<file path="src/rtl/ram_port_arbiter_if.sv">
// Requester-side and RAM-side signals of the two-port data RAM arbiter.
// slave = arbiter side, master = requester/RAM side (testbench).
interface ram_port_arbiter_if #(
    parameter int ADDR_W = 8,
    parameter int DATA_W = 8
);
    // port 0 (CPU controller)
    logic              req0;
    logic              we0;
    logic [ADDR_W-1:0] addr0;
    logic [DATA_W-1:0] wdata0;
    logic              gnt0;
    logic              ack0;
    // port 1 (DMA/loader)
    logic              req1;
    logic              we1;
    logic [ADDR_W-1:0] addr1;
    logic [DATA_W-1:0] wdata1;
    logic              gnt1;
    logic              ack1;
    // shared read data and status
    logic [DATA_W-1:0] rdata;
    logic              busy;
    // RAM strobes
    logic              ram_ena;
    logic              ram_read;
    logic              ram_write;
    logic [ADDR_W-1:0] ram_addr;
    logic [DATA_W-1:0] ram_wdata;
    logic [DATA_W-1:0] ram_rdata;

    modport slave (
        input  req0, we0, addr0, wdata0,
        input  req1, we1, addr1, wdata1,
        input  ram_rdata,
        output gnt0, ack0, gnt1, ack1, rdata, busy,
        output ram_ena, ram_read, ram_write, ram_addr, ram_wdata
    );

    modport master (
        output req0, we0, addr0, wdata0,
        output req1, we1, addr1, wdata1,
        output ram_rdata,
        input  gnt0, ack0, gnt1, ack1, rdata, busy,
        input  ram_ena, ram_read, ram_write, ram_addr, ram_wdata
    );
endinterface

</file>
<file path="src/rtl/ram_port_arbiter.sv">
// Two-requester arbiter for the single-port data RAM. Port 0 has fixed
// priority; a starve counter forces a port-1 grant after STARVE_MAX
// consecutive port-0 grants made while port 1 was waiting. Every access is
// IDLE (arbitrate) -> SETUP -> HOLD -> ACK, all outputs registered.
module ram_port_arbiter #(
    parameter int ADDR_W     = 8,
    parameter int DATA_W     = 8,
    parameter int STARVE_MAX = 4
) (
    input  logic              clk,
    input  logic              rst,
    ram_port_arbiter_if.slave bus
);
    typedef enum logic [1:0] {IDLE, SETUP, HOLD, ACK} state_t;

    localparam logic [3:0] SMAX = 4'(STARVE_MAX);

    state_t            state;
    logic              win;       // owner of the current/last access, 1 = port 1
    logic              we_q;
    logic [3:0]        starve;
    logic              gnt0_q, gnt1_q, ack0_q, ack1_q;
    logic              ena_q, rd_q, wr_q;
    logic [ADDR_W-1:0] addr_q;
    logic [DATA_W-1:0] wdata_q;
    logic [DATA_W-1:0] rdata_q;

    logic              pick1;
    logic              sel_we;
    logic [ADDR_W-1:0] sel_addr;
    logic [DATA_W-1:0] sel_wdata;

    // Winner selection and request mux, only meaningful in IDLE
    always_comb begin
        pick1     = bus.req1 && (!bus.req0 || starve == SMAX);
        sel_we    = pick1 ? bus.we1    : bus.we0;
        sel_addr  = pick1 ? bus.addr1  : bus.addr0;
        sel_wdata = pick1 ? bus.wdata1 : bus.wdata0;
    end

    // Access sequencer: arbitration, request latching and strobe generation
    always_ff @(posedge clk or negedge rst) begin
        if (!rst) begin
            state   <= IDLE;
            win     <= 1'b1;
            we_q    <= 1'b0;
            starve  <= '0;
            gnt0_q  <= 1'b0;
            gnt1_q  <= 1'b0;
            ack0_q  <= 1'b0;
            ack1_q  <= 1'b0;
            ena_q   <= 1'b0;
            rd_q    <= 1'b0;
            wr_q    <= 1'b0;
            addr_q  <= '0;
            wdata_q <= '0;
            rdata_q <= '0;
        end else begin
            case (state)
                IDLE: begin
                    // pick1 is forced once starve hits SMAX, so the increment
                    // path never runs past the limit
                    if (!bus.req1 || pick1)
                        starve <= '0;
                    else if (bus.req0)
                        starve <= starve + 4'd1;
                    if (bus.req0 || bus.req1) begin
                        state  <= SETUP;
                        win    <= pick1;
                        we_q   <= sel_we;
                        addr_q <= sel_addr;
                        if (sel_we)
                            wdata_q <= sel_wdata;
                        gnt0_q <= !pick1;
                        gnt1_q <= pick1;
                        ena_q  <= 1'b1;
                        rd_q   <= !sel_we;
                        wr_q   <= sel_we;
                    end
                end
                SETUP: begin
                    state <= HOLD;
                end
                HOLD: begin
                    state  <= ACK;
                    ena_q  <= 1'b0;
                    rd_q   <= 1'b0;
                    wr_q   <= 1'b0;
                    ack0_q <= !win;
                    ack1_q <= win;
                    // RAM data is valid the cycle after SETUP presented the address
                    if (!we_q)
                        rdata_q <= bus.ram_rdata;
                end
                ACK: begin
                    state  <= IDLE;
                    gnt0_q <= 1'b0;
                    gnt1_q <= 1'b0;
                    ack0_q <= 1'b0;
                    ack1_q <= 1'b0;
                end
                default: state <= IDLE;
            endcase
        end
    end

    assign bus.gnt0      = gnt0_q;
    assign bus.gnt1      = gnt1_q;
    assign bus.ack0      = ack0_q;
    assign bus.ack1      = ack1_q;
    assign bus.rdata     = rdata_q;
    assign bus.busy      = (state != IDLE);
    assign bus.ram_ena   = ena_q;
    assign bus.ram_read  = rd_q;
    assign bus.ram_write = wr_q;
    assign bus.ram_addr  = addr_q;
    assign bus.ram_wdata = wdata_q;
endmodule
</file>
<file path="src/flat_wrapper.sv">
// flat-port wrapper written by rule: the top's interface ports become plain ports
module ram_port_arbiter_flat 
#(
    parameter int ADDR_W     = 8,
    parameter int DATA_W     = 8,
    parameter int STARVE_MAX = 4
)
  (clk, rst, bus_req0, bus_we0, bus_addr0, bus_wdata0, bus_req1, bus_we1, bus_addr1, bus_wdata1, bus_ram_rdata, bus_gnt0, bus_ack0, bus_gnt1, bus_ack1, bus_rdata, bus_busy, bus_ram_ena, bus_ram_read, bus_ram_write, bus_ram_addr, bus_ram_wdata);
  ram_port_arbiter_if #(.ADDR_W(ADDR_W), .DATA_W(DATA_W)) bus_i ();
  input  logic clk;
  input  logic rst;
  input wire logic [$bits(bus_i.req0)-1:0] bus_req0;
  input wire logic [$bits(bus_i.we0)-1:0] bus_we0;
  input wire logic [$bits(bus_i.addr0)-1:0] bus_addr0;
  input wire logic [$bits(bus_i.wdata0)-1:0] bus_wdata0;
  input wire logic [$bits(bus_i.req1)-1:0] bus_req1;
  input wire logic [$bits(bus_i.we1)-1:0] bus_we1;
  input wire logic [$bits(bus_i.addr1)-1:0] bus_addr1;
  input wire logic [$bits(bus_i.wdata1)-1:0] bus_wdata1;
  input wire logic [$bits(bus_i.ram_rdata)-1:0] bus_ram_rdata;
  output wire logic [$bits(bus_i.gnt0)-1:0] bus_gnt0;
  output wire logic [$bits(bus_i.ack0)-1:0] bus_ack0;
  output wire logic [$bits(bus_i.gnt1)-1:0] bus_gnt1;
  output wire logic [$bits(bus_i.ack1)-1:0] bus_ack1;
  output wire logic [$bits(bus_i.rdata)-1:0] bus_rdata;
  output wire logic [$bits(bus_i.busy)-1:0] bus_busy;
  output wire logic [$bits(bus_i.ram_ena)-1:0] bus_ram_ena;
  output wire logic [$bits(bus_i.ram_read)-1:0] bus_ram_read;
  output wire logic [$bits(bus_i.ram_write)-1:0] bus_ram_write;
  output wire logic [$bits(bus_i.ram_addr)-1:0] bus_ram_addr;
  output wire logic [$bits(bus_i.ram_wdata)-1:0] bus_ram_wdata;
  assign bus_i.req0 = bus_req0;
  assign bus_i.we0 = bus_we0;
  assign bus_i.addr0 = bus_addr0;
  assign bus_i.wdata0 = bus_wdata0;
  assign bus_i.req1 = bus_req1;
  assign bus_i.we1 = bus_we1;
  assign bus_i.addr1 = bus_addr1;
  assign bus_i.wdata1 = bus_wdata1;
  assign bus_i.ram_rdata = bus_ram_rdata;
  assign bus_gnt0 = bus_i.gnt0;
  assign bus_ack0 = bus_i.ack0;
  assign bus_gnt1 = bus_i.gnt1;
  assign bus_ack1 = bus_i.ack1;
  assign bus_rdata = bus_i.rdata;
  assign bus_busy = bus_i.busy;
  assign bus_ram_ena = bus_i.ram_ena;
  assign bus_ram_read = bus_i.ram_read;
  assign bus_ram_write = bus_i.ram_write;
  assign bus_ram_addr = bus_i.ram_addr;
  assign bus_ram_wdata = bus_i.ram_wdata;
  ram_port_arbiter #(.ADDR_W(ADDR_W), .DATA_W(DATA_W), .STARVE_MAX(STARVE_MAX)) u_core (.clk(clk), .rst(rst), .bus(bus_i));
endmodule
</file>
<file path="config.mk">
export PLATFORM = sky130hd
export DESIGN_NAME = ram_port_arbiter_flat
export DESIGN_NICKNAME = d
export VERILOG_FILES = /design/src/rtl/ram_port_arbiter_if.sv /design/src/rtl/ram_port_arbiter.sv /design/src/flat_wrapper.sv
export SDC_FILE = /design/constraint.sdc
export NUM_CORES = 1
export LEC_CHECK = 0
export BUFFER_PORTS_ARGS = -buffer_cell sky130_fd_sc_hd__buf_4
export CORE_MARGIN = 2
export CORE_UTILIZATION = 40
export CTS_CLUSTER_SIZE = 10
export DETAILED_ROUTE_END_ITERATION = 7
export GPL_TIMING_DRIVEN = 1
export PLACE_DENSITY = 0.67
export SLEW_MARGIN = 30
export SYNTH_ARGS = -nofsm -noshare
export SYNTH_HDL_FRONTEND = slang
export SYNTH_SLANG_ARGS = --single-unit
</file>
<file path="constraint.sdc">
create_clock -name clk -period 2.1 [get_ports clk]
set_clock_uncertainty 0.05 [all_clocks]
set_input_delay 0 -clock clk [delete_from_list [all_inputs] [get_ports clk]]
set_output_delay 0 -clock clk [all_outputs]
set_load 0.02 [all_outputs]
</file>
Word-level counts from Yosys, hierarchy flattened
Cells that the tools add are included. Widths: inputs -> output; s select.

Register bits: 39. Bits of input ports: 46. Output and inout port bits: 32. Logic and storage cells: 61.

$add $sub $neg: 1. Equal/unequal tests: 5. Mux-type cells: 19. Bitwise gates (word level): 1. Reduce and logical (&&, ||, !) cells: 21.

Operators with widths (number): $mux 8 (2); $pmux 1 s2 (7); $reduce_and 2->1 (5); $reduce_bool 2->1 (5); $mux 4 (2); $pmux 2 s4 (1); $mux 1 (6); $logic_not 1->1 (5); $add 4x1->4 const B (1); $eq 2x2->1 const B (2); $eq 4x3->1 const B (1); $logic_or 1x1->1 (3); $reduce_and 3->1 (1); $eq 2x1->1 const B (1); $logic_not 2->1 (1); $mux 2 (1); $ne 2x1->1 const B (1); $logic_and 1x1->1 (1); $not 1->1 (1).

Logic depth before layout (Yosys ltp)
Gate-level depths: netlist (run 1).

Word-level depth: 7. Gate-level depth with buffers: 7. Depth with buffers taken out: 5.

Worst setup path after synthesis (run 1)
OpenSTA, ideal clock, no wires.

Kind: register to register. Start point: reg u_core.state[0]. End point: reg u_core.rdata_q[0] (netlist: u_core.bus.rdata[0]). Library setup time: 125 ps. Data arrival time: 1526 ps. Required time: 1925 ps. Slack: 400 ps. Cell stages (with the launch flop): 7. Buffers on the path: 2. Period minus slack after synthesis: 1700 ps. Cell sequence: dfrtp_1 -> inv_1 -> ha_1 -> clkbuf_1 -> nor2b_1 -> buf_2 -> mux2_2.

Word-level cells in the longest chain between the ends: 2.

RTL lines: start, declared (RTL line ram_port_arbiter.sv:18) `state_t state;`; start signal, assigned (RTL line ram_port_arbiter.sv:44) `state <= IDLE;`; start signal, assigned (RTL line ram_port_arbiter.sv:68) `state <= SETUP;`; start signal, assigned (RTL line ram_port_arbiter.sv:82) `state <= HOLD;`; $eq 2x2->1 (RTL line ram_port_arbiter.sv:59) `case (state)`; $reduce_and 2->1 (no source line); end signal, assigned (RTL line ram_port_arbiter.sv:93) `rdata_q <= bus.ram_rdata;`; end, declared (RTL line ram_port_arbiter.sv:26) `logic [DATA_W-1:0] rdata_q;`.

Every way passes these cells. A chain may end at the register's enable or synchronous reset.

Worst setup path in the final report (run 1)
Start point: reg u_core.starve[0]. End point: reg u_core.wdata_q[0] (netlist: u_core.bus.ram_wdata[0]).

Word-level cells in the longest chain between the ends: 5. Elaborated cells between the ends (all ways): 6. Classes of those cells: 1 x eq/ne; 2 x mux; 3 x reduce/logical.

RTL lines: start, declared (RTL line ram_port_arbiter.sv:21) `logic [3:0] starve;`; start signal, assigned (RTL line ram_port_arbiter.sv:66) `starve <= starve + 4'd1;`; $eq 4x3->1 (*) (RTL line ram_port_arbiter.sv:35) `pick1 = bus.req1 && (!bus.req0 || starve == SMAX);`; $logic_or 1x1->1 (*) (RTL line ram_port_arbiter.sv:35); $logic_and 1x1->1 (*) (RTL line ram_port_arbiter.sv:35); $mux 1 (RTL line ram_port_arbiter.sv:36) `sel_we = pick1 ? bus.we1 : bus.we0;`; $reduce_and 3->1 (no source line); end signal, assigned (RTL line ram_port_arbiter.sv:73) `wdata_q <= sel_wdata;`; end, declared (RTL line ram_port_arbiter.sv:25) `logic [DATA_W-1:0] wdata_q;`.

Mark *: on every way between the ends. The rest lies on a longest branch, timed or not.

==> flow_metrics.py, run 1 <==
metrics = {
    "sta": {
        "period_share": 0.9172,
        "maxSlewViolCount": 0,
        "fin_tns_setup_ns": 0,
        "hold_viol": 0,
        "rsz0062_at_grt": "no",
        "setup_violations": 0,
        "worstMarginPinSlew_ns": 0.5114,
        "relSlewSlack": 0.6591,
        "fmaxAchievable_mhz": 519.2,
        "min_period_ns": 1.926,
    },
    "floorplan": {
        "dieArea_mm2": 0.005901,
        "rows": 26,
        "initial_utilization": 0.4152,
        "die_h_um": 76.82,
        "dieWidth_um": 76.82,
        "placeableCoreArea_mm2": 0.005107,
        "num_io_pins": 78,
    },
    "cells_and_area": {
        "syn_to_final_growth_pct": 45.13,
        "final_nets": 351,
        "antenna-diode-count": 0,
        "drive_above_1_share": 0.3567,
    },
    "synth": {
        "yosys.area.top_type": "dfrtp_1",
        "synth_top_family_by_area": "compound AO/OA/AOI/OAI gates",
        "yosys_warnings": 0,
        "synth-seq-cells": 39,
        "yosysMostFrequentCell": "dfrtp_1",
        "synth_area_leaders": "dfrtp_1 45%, o2111ai_1 7.8%, a2111oi_0 6.6%",
        "synth_edf_count": 0,
        "synthDistinctLibCells": 38,
        "synthTopCellsByCount": "38 x dfrtp_1, 19 x o2111ai_1, 18 x inv_1",
        "synthFlopType": "dfrtp_1",
        "synth_mux_area_frac": 0.06195,
        "synth_adder_area_share": 0.03540,
        "avgSynthCellArea_um2": 10.40,
        "netlist_area_mm2": 0.002121,
        "yosys.area_share.simple": 0.09735,
        "synthXorXnorAreaFrac": 0,
        "async_flop_share": 1.000,
        "syn_inst": 204,
        "synth_top_area_frac": 0.4484,
        "ys_seq_area_frac": 0.4608,
        "syn_nets": 256,
        "synth_compound_area_frac": 0.2572,
    },
    "pwr": {
        "p_comb_frac": 0.521,
        "ir_drop_mv": 0.5086,
        "p_int_mw": 2.213,
        "power_frac_clock": 0.137,
        "p_switching_mw": 1.570,
        "seqPwrFrac": 0.342,
        "power.share.switching": 0.4150,
        "p_total_mw": 3.783,
        "p_leak_nw": 1.391,
        "cellPowerDensity_mw_per_mm2": 1229,
    },
    "route": {
        "drt_iter0_drc": 135,
        "dr_total_vias": 2051,
        "via_per_inst": 5.543,
        "detail-route-antenna-nets": 0,
        "wire_per_inst_um": 16.75,
        "drt_pass1_iterations": 4,
        "wirelength_mm": 6.196,
        "drcViolationCount": 0,
    },
    "clock_tree": {
        "cts_tree": "built",
        "insertion_delay_ns": 0.29,
        "cts_max_level": 2,
        "cts.clk_slew.worst_paths_ns": 0.08,
        "clockBufferDepth": 2,
        "cts_root_buf": "clkbuf_8",
        "cts_buffers": 5,
        "clock_sinks": 39,
    },
    "placement": {
        "io_buffers": 77,
        "place_congestion": 0.8248,
        "dp_hpwl_mm": 3.923,
    },
    "grt": {
        "grt_pass1_vias": 2054,
        "gr-total-overflow": 0,
        "grt_antenna_before_repair": 0,
        "track_usage": 0.2160,
        "grt_first_pass_wirelength_mm": 10.34,
        "grt_max_degree": 40,
    },
    "critical_path": {
        "endpoint_kind": "register",
        "crit_required_ns": 2.24,
        "worst_setup_path_start_kind": "register",
        "cp_max_fo": 10,
        "critPathKind": "reg2reg",
        "worstPathArrival_ns": 2.07,
    },
    "outcome": {
        "run_status": "finished, final reports clean",
    },
    "worst_hold_path": {
        "hold_path.class": "in2reg",
    },
    "flow_run": {
        "drv_cap": 0,
    },
}
-- final cells by class --
class                   count  area (um^2)
fillers                   413         2029
flip-flops and latches     39        977.2
multi-input cells         124        959.7
repair buffers            110        893.4
well taps                  70        87.58
inverters                  19        71.32
clock buffers               5        68.82
clock inverters             3        20.02
-- logic make-up after synthesis --
group	count (synthesis)
fa+ha+maj	6
simple gates	39
buf+inv	41
mux	12
compound gates	67
flops	39
-- worst max-delay path: stages (launching register included) --
cell and delay [ns]:
dfrtp_1 0.39, inv_1 0.11, ha_1 0.19, nand3b_1 0.27, a211o_2 0.50, a311oi_1 0.30
-- path summary, 6_finish.rpt --
path | startpoint | end | slack [ns] | cells past startpoint
max reg2reg | u_core.starve[0] | u_core.bus.ram_wdata[0] | 0.17 | 5
max | u_core.starve[0] | u_core.bus.ram_wdata[0] | 0.17 | 5
max in group asynchronous | rst | u_core.win | 1.46 | 2
min in group asynchronous | rst | u_core.bus.ram_wdata[4] | 0.17 | 2
min | bus_wdata0[2] | u_core.bus.ram_wdata[2] | 0.009 | 3
min reg2reg | u_core.bus.ram_addr[5] | u_core.bus.ram_addr[5] | 0.43 | 2
-- timing repair --
item	in CTS	in global routing
buffers inserted	0	0
resized for setup	0	1
endpoints found under the hold margin	56	0
hold buffers	27	0
setup endpoints to repair	0	1
-- cell usage in the layout, fill, tap and decap left out, types with 3 or more instances in the layout --
cell type,netlist,layout
o21ai_0,5,5
mux2_2,9,9
dlygate4sd3_1,0,27
o2111ai_1,19,19
ha_1,6,6
dfrtp_1,38,38
clkbuf_8,0,5
buf_4,1,83
mux2i_1,3,3
a311oi_1,8,8
a21oi_1,4,4
nor2_1,4,4
o211ai_1,3,3
inv_1,18,18
a2111oi_0,16,16
nand3_1,10,10
nand2_1,13,13
-- layer usage --
| layer | vias up | global-route usage | wire (um) |
|---|---|---|---|
| met4 | 0 | 0.04727 | 26 |
| met3 | 4 | 0.04118 | 496 |
| met1 | 964 | 0.3050 | 2793 |
| li1 | 972 | - | - |
| met5 | - | 0 | 0 |
| met2 | 111 | 0.3447 | 2879 |
-- per-stage QoR --
stage	hold WS, ns	cell area [um^2]	util	worst slack [ns]	instances
6_report	0.009149	3078	0.6026	0.1738	370
5_1_grt	0.02602	3078	0.6026	0.02684	370
4_1_cts	0.01201	3077	0.6024	0.1570	370
3_5_place_dp	-0.04288	2718	0.5321	0.1757	335
3_3_place_gp	-0.04645	2718	0.5321	0.3042	335
2_1_floorplan	-0.3456	2121	-	0.3996	204
-- power groups by stage --
stage / logic, mW / clock network, mW / registers, mW
6_report: 1.97 / 0.517 / 1.29
5_1_grt: 2.15 / 0.555 / 1.34
4_1_cts: 1.97 / 0.525 / 1.29
3_5_place_dp: 1.94 / 0 / 1.30
3_3_place_gp: 1.89 / 0 / 1.30
2_1_floorplan: 0.834 / 0 / 1.62
-- sequential cells by signal, summed over array words and instances (netlist names), 2 cells and up --
name,cells
u_core.bus.ram_addr,8
u_core.bus.rdata,8
u_core.state,2
u_core.starve,4
u_core.bus.ram_wdata,8
No activity file was read; power rests on OpenSTA's default activity.
==> run 2, diff against run 1 <==
--- a/config.mk
+++ b/config.mk
@@ -12,6 +12,7 @@
 export DETAILED_ROUTE_END_ITERATION = 7
 export GPL_TIMING_DRIVEN = 1
 export PLACE_DENSITY = 0.67
+export SETUP_SLACK_MARGIN = 0.4
 export SLEW_MARGIN = 30
 export SYNTH_ARGS = -nofsm -noshare
 export SYNTH_HDL_FRONTEND = slang
==> flow_metrics.py, run 2 (synthesis results as in run 1) <==
metrics = {
    "route": {
        "wire_per_inst_um": 17.58,
        "drcViolationCount": 0,
        "via_per_inst": 5.790,
        "wirelength_mm": 6.785,
        "dr_total_vias": 2235,
        "drt_pass1_iterations": 4,
        "detail-route-antenna-nets": 0,
        "drt_iter0_drc": 195,
    },
    "critical_path": {
        "cp_cell_sequence": "inv_2, ha_4, nand3b_1, buf_6, a2111oi_0, a311oi_1",
        "worstPathArrival_ns": 1.88,
        "worst_path_dominant_cell_family": "compound AO/OA/AOI/OAI gates",
        "worst_setup_path_start_kind": "register",
        "cp_max_fo": 7,
        "critPathMaxStageDelay_ns": 0.56,
        "endpoint_kind": "register",
        "crit_required_ns": 2.21,
        "critPathKind": "reg2reg",
        "crit_buf_inv": 2,
        "crit_path_top_delay_cell": "a2111oi_0",
    },
    "cells_and_area": {
        "fin_area_mm2": 0.003491,
        "layout_commonest_cell": "buf_4",
        "final_core_util": 0.6835,
        "syn_to_final_growth_pct": 64.60,
        "layout_common_cells": "93 x buf_4, 38 x dfrtp_1, 27 x dlygate4sd3_1",
        "antenna-diode-count": 0,
        "final_nets": 367,
        "drive_above_1_share": 0.4557,
    },
    "placement": {
        "place_congestion": 0.8568,
        "io_buffers": 77,
        "dp_slack_ns": 0.2197,
        "dp_hpwl_mm": 3.843,
        "dpl_cell_area_mm2": 0.002733,
    },
    "flow_run": {
        "drv_cap": 0,
    },
    "pwr": {
        "cellPowerDensity_mw_per_mm2": 1252,
        "p_total_mw": 4.371,
        "p_leak_nw": 1.507,
        "ir_drop_mv": 0.5910,
    },
    "sta": {
        "worstMarginPinSlew_ns": 0.5652,
        "fmaxAchievable_mhz": 566.0,
        "setup_violations": 0,
        "min_period_ns": 1.767,
        "rsz0062_at_grt": "yes",
        "fin_tns_setup_ns": 0,
        "maxSlewViolCount": 0,
        "hold_viol": 0,
        "worst_slack_ns": 0.3331,
        "relSlewSlack": 0.6135,
        "period_share": 0.8414,
    },
    "floorplan": {
        "dieArea_mm2": 0.005901,
        "initial_utilization": 0.4152,
        "dieWidth_um": 76.82,
        "die_h_um": 76.82,
        "num_io_pins": 78,
        "rows": 26,
        "placeableCoreArea_mm2": 0.005107,
    },
    "grt": {
        "grt_first_pass_wirelength_mm": 10.76,
        "grt_antenna_before_repair": 0,
        "grt_max_degree": 40,
        "gr-total-overflow": 0,
        "track_usage": 0.2245,
        "grt_pass1_vias": 2129,
    },
    "outcome": {
        "run_status": "finished, final reports clean",
    },
    "clock_tree": {
        "cts_root_buf": "clkbuf_8",
        "cts.clk_slew.worst_paths_ns": 0.09,
        "insertion_delay_ns": 0.30,
        "cts_max_level": 2,
        "cts_buffers": 5,
        "cts_tree": "built",
        "clockBufferDepth": 2,
        "clock_sinks": 39,
    },
    "worst_hold_path": {
        "hold_path.class": "in2reg",
    },
}
==> run 2: cell count changes in the layout (fill, tap and decap cells not counted), moves of 5 or more <==
cell       delta
a2111oi_4     +5
a311oi_2      +6
a2111oi_0    -14
buf_4        +10
a2111oi_2     +6
a311oi_1      -6
==> run 2: metrics by stage <==
stage | cells | hold WS, ns
2_1_floorplan | 204 | -0.3456
6_report | 386 | 0.004633
3_3_place_gp | 337 | -0.04551
3_5_place_dp | 337 | -0.04493
4_1_cts | 379 | 0.01127
5_1_grt | 386 | 0.02122
==> run 2: area by class of cell <==
class                   count  area (um^2)
fillers                   379         1617
multi-input cells         127         1220
repair buffers            123         1002
flip-flops and latches     39        977.2
well taps                  70        87.58
clock buffers               6        72.57
inverters                  19        71.32
clock inverters             2        60.06
==> run 2: metal layers <==
metal	routed length, um	up-vias	GRT usage	share of wire
met5	0	-	0	0
met4	138	0	0.06182	0.020
met3	494	17	0.04588	0.073
met2	3213	119	0.3509	0.47
met1	2938	1076	0.3167	0.43
li1	-	1023	-	-
==> run 2: repair_timing <==
action,in CTS,in global routing
pin swaps,2,8
gates cloned,3,0
setup buffers,4,7
gates resized for setup,33,19
hold buffers,27,0
hold endpoints to repair,56,0
endpoints found under the setup margin,9,25
==> run 2: worst paths after layout <==
check	slack [ns]	from	endpoint	depth (start not counted)
worst min-delay path	0.005	bus_wdata0[3]	u_core.bus.ram_wdata[3]	3
worst max-delay path	0.33	u_core.starve[1]	u_core.bus.ram_wdata[6]	6
max in group asynchronous	1.47	rst	u_core.win	2
worst min register to register	0.43	u_core.bus.ram_addr[2]	u_core.bus.ram_addr[2]	2
min in group asynchronous	0.16	rst	u_core.starve[0]	2
worst max register to register	0.33	u_core.starve[1]	u_core.bus.ram_wdata[6]	6
==> run 2: worst reg2reg max path, cell delays in order (launching register included) <==
cell and delay (ns):
dfrtp_1 0.41, inv_2 0.10, ha_4 0.14, nand3b_1 0.10
buf_6 0.16, a2111oi_0 0.57, a311oi_1 0.10
==> run 2: power by group <==
| group | internal [mW] | leakage (nW) | total [mW] | switching [mW] |
|---|---|---|---|---|
| clock network | 0.475 | 0.0654 | 0.747 | 0.272 |
| logic | 1.09 | 0.973 | 2.32 | 1.23 |
| registers | 1.10 | 0.468 | 1.30 | 0.203 |
